`config.mk`:
```
export PLATFORM = sky130hd
export DESIGN_NAME = uart_tx_arbiter
export DESIGN_NICKNAME = d
export VERILOG_FILES = /design/src/rtl/uart_tx_arbiter.sv
export SDC_FILE = /design/constraint.sdc
export NUM_CORES = 1
export LEC_CHECK = 0
export BUFFER_PORTS_ARGS = -buffer_cell sky130_fd_sc_hd__buf_2
export CAP_MARGIN = 20
export CORE_ASPECT_RATIO = 0.9
export CORE_MARGIN = 2
export CORE_UTILIZATION = 49
export DETAILED_ROUTE_END_ITERATION = 6
export GPL_TIMING_DRIVEN = 0
export PLACE_DENSITY = 0.75
export SYNTH_ARGS = -nofsm -noshare
export SYNTH_HDL_FRONTEND = slang
export SYNTH_SLANG_ARGS = --single-unit
```
`constraint.sdc`:
```
create_clock -name clk -period 2 [get_ports clk]
set_clock_uncertainty 0.05 [all_clocks]
set_input_delay 0.4 -clock clk [delete_from_list [all_inputs] [get_ports clk]]
set_output_delay 0.4 -clock clk [all_outputs]
set_load 0.005 [all_outputs]
```
`src/rtl/uart_tx_arbiter.sv`:
```
// Round-robin arbiter that shares one UART TX line among byte requesters.
// Frames carry a start bit, LSB-first data and stop bit(s), timed by baud_tick.
module uart_tx_arbiter #(
  parameter int NUM_REQ    = 4,
  parameter int DATA_WIDTH = 8,
  parameter int OVERSAMPLE = 8,
  parameter int STOP_BITS  = 1
) (
  input  logic                          clk,
  input  logic                          reset,
  input  logic                          baud_tick,
  input  logic [NUM_REQ-1:0]            req_valid,
  input  logic [NUM_REQ*DATA_WIDTH-1:0] req_data,
  output logic [NUM_REQ-1:0]            req_ready,
  output logic                          tx,
  output logic                          tx_busy,
  output logic [$clog2(NUM_REQ)-1:0]    grant_id,
  output logic                          tx_done
);

  localparam int IW = $clog2(NUM_REQ);
  localparam int TN = OVERSAMPLE * STOP_BITS;
  localparam int TW = (TN > 1) ? $clog2(TN) : 1;
  localparam int BW = (DATA_WIDTH > 1) ? $clog2(DATA_WIDTH) : 1;

  localparam logic [TW-1:0] BIT_LAST  = TW'(OVERSAMPLE - 1);
  localparam logic [TW-1:0] STOP_LAST = TW'(TN - 1);
  localparam logic [BW-1:0] DATA_LAST = BW'(DATA_WIDTH - 1);

  typedef enum logic [1:0] {IDLE, START, DATA, STOP} state_e;

  state_e                  state_q, state_d;
  logic [TW-1:0]           tick_q, tick_d;
  logic [BW-1:0]           bit_q, bit_d;
  logic [DATA_WIDTH-1:0]   shift_q, shift_d;
  logic [IW-1:0]           grant_q, grant_d;
  logic [IW-1:0]           last_q, last_d;
  logic                    tx_q, tx_d;
  logic                    done_q, done_d;

  logic [IW-1:0] win, idx;
  logic          any, accept;

  // First valid requester scanning upward from the one after last_q.
  always_comb begin
    win = '0;
    idx = '0;
    any = 1'b0;
    for (int i = 1; i <= NUM_REQ; i++) begin
      idx = IW'((int'(last_q) + i) % NUM_REQ);
      if (!any && req_valid[idx]) begin
        any = 1'b1;
        win = idx;
      end
    end
  end

  assign accept    = any && (state_q == IDLE) && !reset;
  assign req_ready = accept ? (NUM_REQ'(1) << win) : '0;

  always_comb begin
    state_d = state_q;
    tick_d  = tick_q;
    bit_d   = bit_q;
    shift_d = shift_q;
    grant_d = grant_q;
    last_d  = last_q;
    done_d  = 1'b0;
    unique case (state_q)
      IDLE: begin
        if (accept) begin
          shift_d = req_data[int'(win)*DATA_WIDTH +: DATA_WIDTH];
          grant_d = win;
          last_d  = win;
          tick_d  = '0;
          state_d = START;
        end
      end
      START: begin
        if (baud_tick) begin
          if (tick_q == BIT_LAST) begin
            tick_d  = '0;
            bit_d   = '0;
            state_d = DATA;
          end else begin
            tick_d = tick_q + 1'b1;
          end
        end
      end
      DATA: begin
        if (baud_tick) begin
          if (tick_q == BIT_LAST) begin
            tick_d  = '0;
            shift_d = shift_q >> 1;
            if (bit_q == DATA_LAST) state_d = STOP;
            else bit_d = bit_q + 1'b1;
          end else begin
            tick_d = tick_q + 1'b1;
          end
        end
      end
      STOP: begin
        if (baud_tick) begin
          if (tick_q == STOP_LAST) begin
            tick_d  = '0;
            done_d  = 1'b1;
            state_d = IDLE;
          end else begin
            tick_d = tick_q + 1'b1;
          end
        end
      end
      default: state_d = IDLE;
    endcase
    // tx is registered, so it follows the state being entered.
    case (state_d)
      START:   tx_d = 1'b0;
      DATA:    tx_d = shift_d[0];
      default: tx_d = 1'b1;
    endcase
  end

  always_ff @(posedge clk) begin
    if (reset) begin
      state_q <= IDLE;
      tick_q  <= '0;
      bit_q   <= '0;
      shift_q <= '0;
      grant_q <= '0;
      last_q  <= IW'(NUM_REQ - 1);
      tx_q    <= 1'b1;
      done_q  <= 1'b0;
    end else begin
      state_q <= state_d;
      tick_q  <= tick_d;
      bit_q   <= bit_d;
      shift_q <= shift_d;
      grant_q <= grant_d;
      last_q  <= last_d;
      tx_q    <= tx_d;
      done_q  <= done_d;
    end
  end

  assign tx       = tx_q;
  assign tx_busy  = (state_q != IDLE);
  assign grant_id = grant_q;
  assign tx_done  = done_q;

endmodule

```
## Word level (Yosys, flattened, before mapping)

Cells that the tools add are included.

| cells by class | value |
|---|---|
| add/subtract/negate cells | 6 |
| multiply operators | 0 |
| divide/modulo/power cells | 0 |
| order comparisons | 4 |
| equality and inequality tests | 14 |
| shift operators | 2 |
| mux-type cells | 42 |
| bitwise gates (word level) | 2 |
| reduce and logical (&&, ||, !) cells | 19 |

Operators by type and width:

| kind | number |
|---|---|
| indexed part select 32 x 6 -> 8 bit | 1 |
| two-way mux 2 bit | 12 |
| two-way mux 3 bit | 8 |
| two-way mux 8 bit | 3 |
| case mux 8 bit (2 select lines) | 1 |
| less-than comparator 2 x 3 -> 1 bit (second input constant) | 4 |
| inequality test 2 bit (second input constant) | 6 |
| case mux 3 bit (2 select lines) | 2 |
| two-way mux 1 bit | 9 |
| binary-select mux 1 bit (select 2 bit) | 4 |
| case mux 2 bit (4 select lines) | 1 |
| adder 3 x 1 -> 3 bit (second input constant) | 2 |
| == test 2 bit (second input constant) | 3 |
| == test 3 bit (second input constant) | 2 |
| AND reduction 6 bit | 1 |
| nonzero test 2 bit | 3 |
| OR reduction 3 bit | 2 |
| logical AND 1 bit | 5 |
| adder 2 x 1 -> 2 bit (second input constant) | 2 |
| adder 2 bit (second input constant) | 2 |
| == test 2 x 1 -> 1 bit (second input constant) | 2 |
| zero test 1 bit | 4 |
| two-way mux 4 bit | 1 |
| AND reduction 2 bit | 2 |
| other kinds (6) | 7 |

| word-level totals | value |
|---|---|
| register bits after elaboration | 22 |
| latch bits | 0 |
| bits in writable memories | 0 |
| memory bits (read-only) | 0 |
| input bits | 39 |
| output and inout port bits | 9 |
| word-level logic and storage cells | 98 |
| memories kept | 0 |

## Longest topological paths before layout

Gate-level depths: netlist of run 1.

| logic depth | value |
|---|---|
| word-level depth | 19 |
| depth in mapped cells | 7 |
| depth with buffers taken out | 7 |

## Least setup slack after synthesis of run 1

No wires, ideal clock.

| timing | value |
|---|---|
| path type | register to register |
| from | register last_q[1] |
| to | register shift_q[1] |
| library setup time | 0.120 ns |
| arrival | 1.627 ns |
| data required time | 1.830 ns |
| path slack | 0.204 ns |
| cell stages (with the launch flop) | 7 |
| path buffers | 1 |
| period minus slack after synthesis | 1.796 ns |
| cell sequence | dfxtp_1 > buf_6 > mux2i_1 > o22ai_2 > nor2_4 > mux4_2 > o2bb2ai_1 |

| on the way | value |
|---|---|
| longest elaborated chain between the ends | 17 |
| elaborated cells on any way between the ends | 33 |
| classes of those cells | 4 x add/sub; 1 x eq/ne; 1 x shift; 18 x mux; 9 x reduce/logical |

Ends and longest elaborated chain:

| item | line | RTL |
|---|---|---|
| from (decl) | 37 | `logic [IW-1:0] last_q, last_d;` |
| from (signal assigned) | 130 | `last_q <= IW'(NUM_REQ - 1);` |
| from (signal assigned) | 139 | `last_q <= last_d;` |
| parallel branches: the longest is 17 deep, another holds adder 2 x 1 -> 2 bit | n/a |  |
| to (signal assigned) | 137 | `shift_q <= shift_d;` |
| to (decl) | 35 | `logic [DATA_WIDTH-1:0] shift_q, shift_d;` |

Several ways; the timed one is not identified. The select of a mux whose other input is x is not followed.
A chain may end at the register's enable or synchronous reset.

## Worst setup path in the final report of run 1

| timing | value |
|---|---|
| from | register last_q[1] |
| to | output req_ready[2] |

| on the way | value |
|---|---|
| longest elaborated chain between the ends | 16 |
| elaborated cells on any way between the ends | 30 |
| classes of those cells | 4 x add/sub; 1 x shift; 17 x mux; 8 x reduce/logical |

Ends and longest elaborated chain:

| item | line | RTL |
|---|---|---|
| adder 2 x 1 -> 2 bit | 50 | `idx = IW'((int'(last_q) + i) % NUM_REQ);` |
| binary-select mux 1 bit (select 2 bit) | 51 | `if (!any && req_valid[idx]) begin` |
| two-way mux 1 bit (implied by the code) | 51 |  |
| two-way mux 1 bit | 51 |  |
| zero test 1 bit | 51 |  |
| logical AND 1 bit | 51 |  |
| two-way mux 1 bit | 51 |  |
| zero test 1 bit | 51 |  |
| logical AND 1 bit | 51 |  |
| two-way mux 1 bit | 51 |  |
| zero test 1 bit | 51 |  |
| logical AND 1 bit | 51 |  |
| two-way mux 1 bit | 51 |  |
| logical AND 1 bit (2 in series) | 58 | `assign accept = any && (state_q == IDLE) && !reset;` |
| two-way mux 4 bit (*) | 59 | `assign req_ready = accept ? (NUM_REQ'(1) << win) : '0;` |
| to (decl) | 14 | `output logic [NUM_REQ-1:0] req_ready,` |

Mark *: on every way between the ends. The rest lies on a longest branch, timed or not. The select of a mux whose other input is x is not followed.

==> results of run 1 <==
power by group through the flow:
stage               registers [W]  clock network [W]  logic (W)
floorplan                0.000503                  0   0.000223
global placement         0.000506                  0   0.000304
detailed placement       0.000507                  0   0.000315
CTS                      0.000507           0.000256   0.000345
global route             0.000514           0.000276   0.000403
finish                   0.000509           0.000254   0.000369
registers in the layout, indices dropped and copies added (netlist names):
name,flops
bit_q,3
grant_id,2
state_q,2
tx,1
tx_done,1
last_q,2
tick_q,3
shift_q,8
cell usage after synthesis (all sizes together) (2+ instances only):
library cell  instances
nand2                 7
dfxtp                22
a31oi                 3
a211o                 2
a21o                  2
and3                  3
mux4                  6
mux2i                 4
o21ai                 6
a21oi                 8
nor4                  2
nand2b                5
nor2                 20
a22oi                 6
nand3                 2
and2                  2
o2bb2ai               6
buf                   2
a2111oi               2
nor3                  5
clkbuf                5
inv                   7
ha                    4
per-stage QoR:
step           setup TNS (ns)  utilization [%]  cells
2_1_floorplan               0                -    145
3_3_place_gp           -0.475             60.5    222
3_5_place_dp           -0.538             60.5    222
4_1_cts                -0.413             65.3    231
5_1_grt                 -1.82             67.2    234
6_report               -0.868             67.2    234
worst max-delay path, stage by stage (launching register included):
cell	delay [ns]
dfxtp_4	0.41
mux2i_1	0.26
o22ai_2	0.14
buf_6	0.15
nor2_4	0.13
and3_4	0.19
buf_6	0.09
area by class of cell:
type                       instances  share of cell area (%)
buffer                             4                    2.96
clock buffer                       4                    2.00
inverter                           7                    1.45
multi-input combinational        109                    48.7
sequential                        22                    24.8
tap                               30                    2.07
timing repair buffer              58                    18.1
cells by family after synthesis:
family | after synthesis | share of synthesized area [%]
simple gates | 51 | 19.2
flops | 22 | 32.3
xor+xnor | 1 | 0.643
compound gates | 43 | 24.2
buf+inv | 14 | 7.16
fa+ha+maj | 4 | 3.67
mux | 10 | 12.9
metal layers:
layer	track usage, %	part of all wire [%]	up-vias
met5	0	0	-
met4	10.7	2.0	0
met3	4.81	6.8	8
met2	46.5	52	74
met1	27.6	40	634
li1	-	-	658
what timing repair did:
item                                    in CTS  in global routing
resized for setup                           13                 10
endpoints found under the hold margin        0                  0
hold buffers                                 0                  0
buffers inserted                             7                  4
endpoints found under the setup margin       4                 10
pin swaps                                    6                  7
final timing paths:
path                            slack, ns                      end                   start
worst max-delay path                -0.13             req_ready[2]  last_q[1]$_SDFFE_PP1P_
worst min-delay path                 0.32   tick_q[2]$_SDFFE_PP0P_               baud_tick
worst max register to register      -0.10  shift_q[4]$_SDFFE_PP0P_  last_q[1]$_SDFFE_PP1P_
worst min register to register       0.45   tick_q[2]$_SDFFE_PP0P_  tick_q[2]$_SDFFE_PP0P_
==> flow_metrics.py, run 1 <==
metrics = {
    "die": {
        "die_y_um": 54.0,
        "core.rowCount": 18,
        "ioPinCount": 48,
        "die_x_um": 59.6,
        "die_area_um2": 3220,
        "start_util_pct": 50.4,
        "core_area_um2": 2700,
    },
    "routing": {
        "wl_mm": 3.58,
        "drc_errors": 0,
        "drtIter0Drc": 57,
        "drt.antenna.violating_nets": 0,
        "wire_per_inst_um": 15.3,
        "viasPerCell": 5.87,
        "drt-pass1-iter-count": 5,
        "vias": 1374,
    },
    "timing": {
        "fin_ws_ns": -0.132,
        "worst_pin_slew_ns": 0.500,
        "worst_hold_slack_ns": 0.317,
        "min_period_ns": 2.13,
        "rsz0062_at_grt": "true",
        "post-route-period-util_pct": 107,
        "slew_viol_final": 0,
        "relSlewSlack_pct": 66.3,
        "hold_viol_final": 0,
        "fmax_ghz": 0.469,
        "finalSetupViolCount": 10,
    },
    "finish": {
        "syn2layout_area_growth_pct": 33.2,
        "seq_area_um2": 450,
        "multi_input_area_um2": 883,
        "fin_area_um2": 1820,
        "final_common_cell": "buf_2",
        "final_cell_mix": "buf_2 (46), dfxtp_1 (18), nor2_1 (16), buf_4 (10)",
        "antenna_cells": 0,
        "nets": 248,
        "drive_gt1_share_pct": 44.6,
        "nFillCells": 219,
    },
    "logic_synthesis": {
        "ys_seq_elements": 22,
        "ys_types": 44,
        "synth_flop_cell": "dfxtp_1",
        "synth_cells": 145,
        "synthTopCellsByArea": "dfxtp_1 (32%), mux4_2 (9.9%), nor2_1 (4.7%)",
        "synth_nets": 188,
        "synth_top_area_share_pct": 32.3,
        "ys_seq_area_share_pct": 32.3,
        "syn_area_um2": 1360,
        "synth_warnings": 0,
        "syn_area_per_cell_um2": 9.40,
        "synth-edff-count": 0,
        "synth_top_area_cell": "dfxtp_1",
        "synthArstFlopShare_pct": 0,
    },
    "setup_path": {
        "path_class": "flop to output port",
        "start_kind": "flop",
        "reg2reg_depth": 7,
        "critPathArrivalTime_ns": 1.68,
        "cp.required_ns": 1.55,
        "critPathMaxFanout": 7,
        "end_kind": "output port",
    },
    "power_and_ir_drop": {
        "leakage_nw": 0.817,
        "peakVddDrop_v": 0.000351,
        "powerDensity_nw_per_um2": 624,
        "pwr-share-seq_pct": 45.0,
        "internal-power_w": 0.000792,
        "clkPwrFrac_pct": 22.4,
        "power_w": 0.00113,
        "p_sw_share_pct": 30.0,
        "p_comb_share_pct": 32.6,
        "net-switching-power_w": 0.000340,
    },
    "clocking": {
        "cts_tree": "done",
        "clock_path_buffers": 2,
        "insertion_delay_ns": 0.31,
        "cts-root-buf": "clkbuf_4",
        "ctsHtreeMaxLevel": 1,
        "cts_num_sinks": 22,
        "cts_buffers": 3,
        "clk_pin_slew_ns": 0.13,
    },
    "hold_path": {
        "hold_depth": 3,
        "holdCritPathClass": "input pin to flop",
    },
    "grt": {
        "grt_max_degree": 13,
        "grt_pass1_vias": 1391,
        "grt-ovfl-total": 0,
        "grt_usage_pct": 24.9,
        "grt_pass1_wl_mm": 5.93,
        "antenna_found_initial": 0,
    },
    "outcome": {
        "status": "finished with violations",
        "violations": "setup timing",
    },
    "job": {
        "drv_cap": 0,
    },
    "placed_design": {
        "dpl_worst_slack_ns": -0.139,
        "placed_cell_area_um2": 1640,
        "hpwl_mm": 2.54,
        "place.gp.congestion": 0.765,
        "io_buffers": 47,
    },
}
No activity file was read; power rests on OpenSTA's default activity.
==> run 2, diff against run 1 <==
Settings changed: CORE_UTILIZATION 49 to 53, PLACE_DENSITY 0.75 to 0.8.
Clock period 2 ns to 2.65 ns, I/O delays scaled along.
==> flow_metrics.py, run 2 (synthesis results as in run 1) <==
metrics = {
    "placed_design": {
        "place.gp.congestion": 0.810,
        "io_buffers": 47,
        "numPlacedInstances": 220,
        "hpwl_mm": 2.32,
        "placed_cell_area_um2": 1630,
    },
    "routing": {
        "wire_per_inst_um": 13.2,
        "vias": 1253,
        "viasPerCell": 5.59,
        "drt-pass1-iter-count": 4,
        "drt.antenna.violating_nets": 0,
        "wl_mm": 2.96,
        "drtIter0Drc": 41,
        "drc_errors": 0,
    },
    "finish": {
        "final_common_cell": "buf_2",
        "top_register": "shift_q",
        "final_cell_mix": "buf_2 (47), dfxtp_1 (22), nor2_1 (17)",
        "fin_cells": 224,
        "antenna_cells": 0,
        "fin_area_um2": 1690,
        "nets": 240,
        "drive_gt1_share_pct": 37.2,
        "reg_top3": "shift_q x8, bit_q x3, tick_q x3",
        "syn2layout_area_growth_pct": 24.1,
        "largest_reg_flops": 8,
    },
    "grt": {
        "grt_pass1_vias": 1104,
        "grt-ovfl-total": 0,
        "grt_busiest_layer": "met2",
        "grt_pass1_wl_mm": 4.74,
        "grt_use_met2_pct": 33.5,
        "grt_usage_pct": 20.7,
        "grt_use_met3_pct": 2.99,
        "grt_max_degree": 14,
        "antenna_found_initial": 0,
        "use_met1_pct": 27.4,
    },
    "outcome": {
        "status": "finished, final reports clean",
    },
    "timing": {
        "post-route-period-util_pct": 94.8,
        "fmax_ghz": 0.398,
        "slew_viol_final": 0,
        "relSlewSlack_pct": 63.0,
        "finalSetupViolCount": 0,
        "hold_viol_final": 0,
        "worst_pin_slew_ns": 0.550,
        "setup_tns_ns": 0,
        "min_period_ns": 2.51,
    },
    "setup_path": {
        "cp.required_ns": 2.07,
        "path_class": "input pin to output port",
        "crit_end": "req_ready[2]",
        "critPathMaxFanout": 9,
        "r2r_end": "shift_q[5]$_SDFFE_PP0P_",
        "reg2reg_depth": 6,
        "start_kind": "input pin",
        "end_kind": "output port",
        "cp-startpoint": "req_valid[3]",
        "reg2reg_slack_ns": 0.64,
        "critPathArrivalTime_ns": 1.93,
        "r2r_start": "last_q[1]$_SDFFE_PP1P_",
    },
    "power_and_ir_drop": {
        "pwr-share-seq_pct": 42.9,
        "net-switching-power_w": 0.000238,
        "internal-power_w": 0.000637,
        "power_w": 0.000875,
        "p_sw_share_pct": 27.2,
        "powerDensity_nw_per_um2": 518,
        "clkPwrFrac_pct": 30.1,
        "peakVddDrop_v": 0.000509,
        "leakage_nw": 0.764,
        "p_comb_share_pct": 27.0,
    },
    "clocking": {
        "cts_tree": "done",
        "cts-root-buf": "clkbuf_4",
        "clk_pin_slew_ns": 0.12,
        "ctsHtreeMaxLevel": 1,
        "clock_path_buffers": 2,
        "insertion_delay_ns": 0.32,
        "postCtsHoldBufs": 0,
        "cts_num_sinks": 22,
        "cts_buffers": 3,
    },
    "die": {
        "die_y_um": 52.1,
        "core.rowCount": 17,
        "core_area_um2": 2450,
        "die_x_um": 57.4,
        "start_util_pct": 55.7,
        "die_area_um2": 2990,
        "ioPinCount": 48,
    },
    "job": {
        "drv_cap": 0,
    },
    "hold_path": {
        "holdCritPathClass": "input pin to flop",
    },
}
-- run 2: cell count changes in the layout (fill, tap and decap cells not counted), moves of 2 or more --
cell / delta
buf_4: -10
nor2_4: -2
dfxtp_2: -2
clkbuf_1: +2
dfxtp_4: -2
dfxtp_1: +4
-- run 2: worst min path at each step --
| stage | startpoint | end | slack (ns) | depth (start not counted) |
|---|---|---|---|---|
| 6_report | baud_tick | tick_q[2]$_SDFFE_PP0P_ | 0.43 | 3 |
| 3_3_place_gp | tick_q[2]$_SDFFE_PP0P_ | tick_q[2]$_SDFFE_PP0P_ | 0.41 | 2 |
| 2_1_floorplan | tick_q[2]$_SDFFE_PP0P_ | tick_q[2]$_SDFFE_PP0P_ | 0.40 | 2 |
| 4_1_cts | baud_tick | tick_q[2]$_SDFFE_PP0P_ | 0.42 | 3 |
| 5_1_grt | baud_tick | tick_q[2]$_SDFFE_PP0P_ | 0.47 | 3 |
| 3_5_place_dp | tick_q[2]$_SDFFE_PP0P_ | tick_q[2]$_SDFFE_PP0P_ | 0.42 | 2 |
-- run 2: area by class of cell --
cell class,instances,area [um2]
Multi-Input combinational cell,109,830
Fill cell,200,756
Sequential cell,22,440
Timing Repair Buffer,47,235
Buffer,7,71.3
Tap cell,28,35.0
Clock inverter,1,30.0
Inverter,7,26.3
Clock buffer,3,22.5
-- run 2: what timing repair did --
action                                  in CTS  in global routing
setup buffers                                0                  0
resized for setup                            0                  1
endpoints found under the setup margin       0                  2
-- run 2: through the flow --
step           setup slack (ns)  util, %  hold WS, ns
2_1_floorplan             0.631        -        0.399
3_3_place_gp              0.229     66.8        0.410
3_5_place_dp              0.222     66.8        0.423
4_1_cts                  0.0448     68.9        0.424
5_1_grt                -0.00194     69.1        0.466
6_report                  0.138     69.1        0.428
-- run 2: worst max-delay path: stages --
cell,delay (ns)
buf_2,0.12
nor4_1,0.52
nand2b_1,0.20
buf_6,0.14
nor2_2,0.09
and3_2,0.22
buf_2,0.12
-- run 2: power groups by stage --
stage | clock network (W) | registers [W] | logic (W)
CTS | 0.000267 | 0.000375 | 0.000236
detailed placement | 0 | 0.000382 | 0.000236
finish | 0.000264 | 0.000375 | 0.000236
floorplan | 0 | 0.000380 | 0.000168
global placement | 0 | 0.000381 | 0.000230
global route | 0.000271 | 0.000379 | 0.000260
-- run 2: metal layers --
layer,vias to the layer above,share of wire [%]
li1,646,-
met1,565,47
met2,37,46
met3,5,4.9
met4,0,1.7
met5,-,0
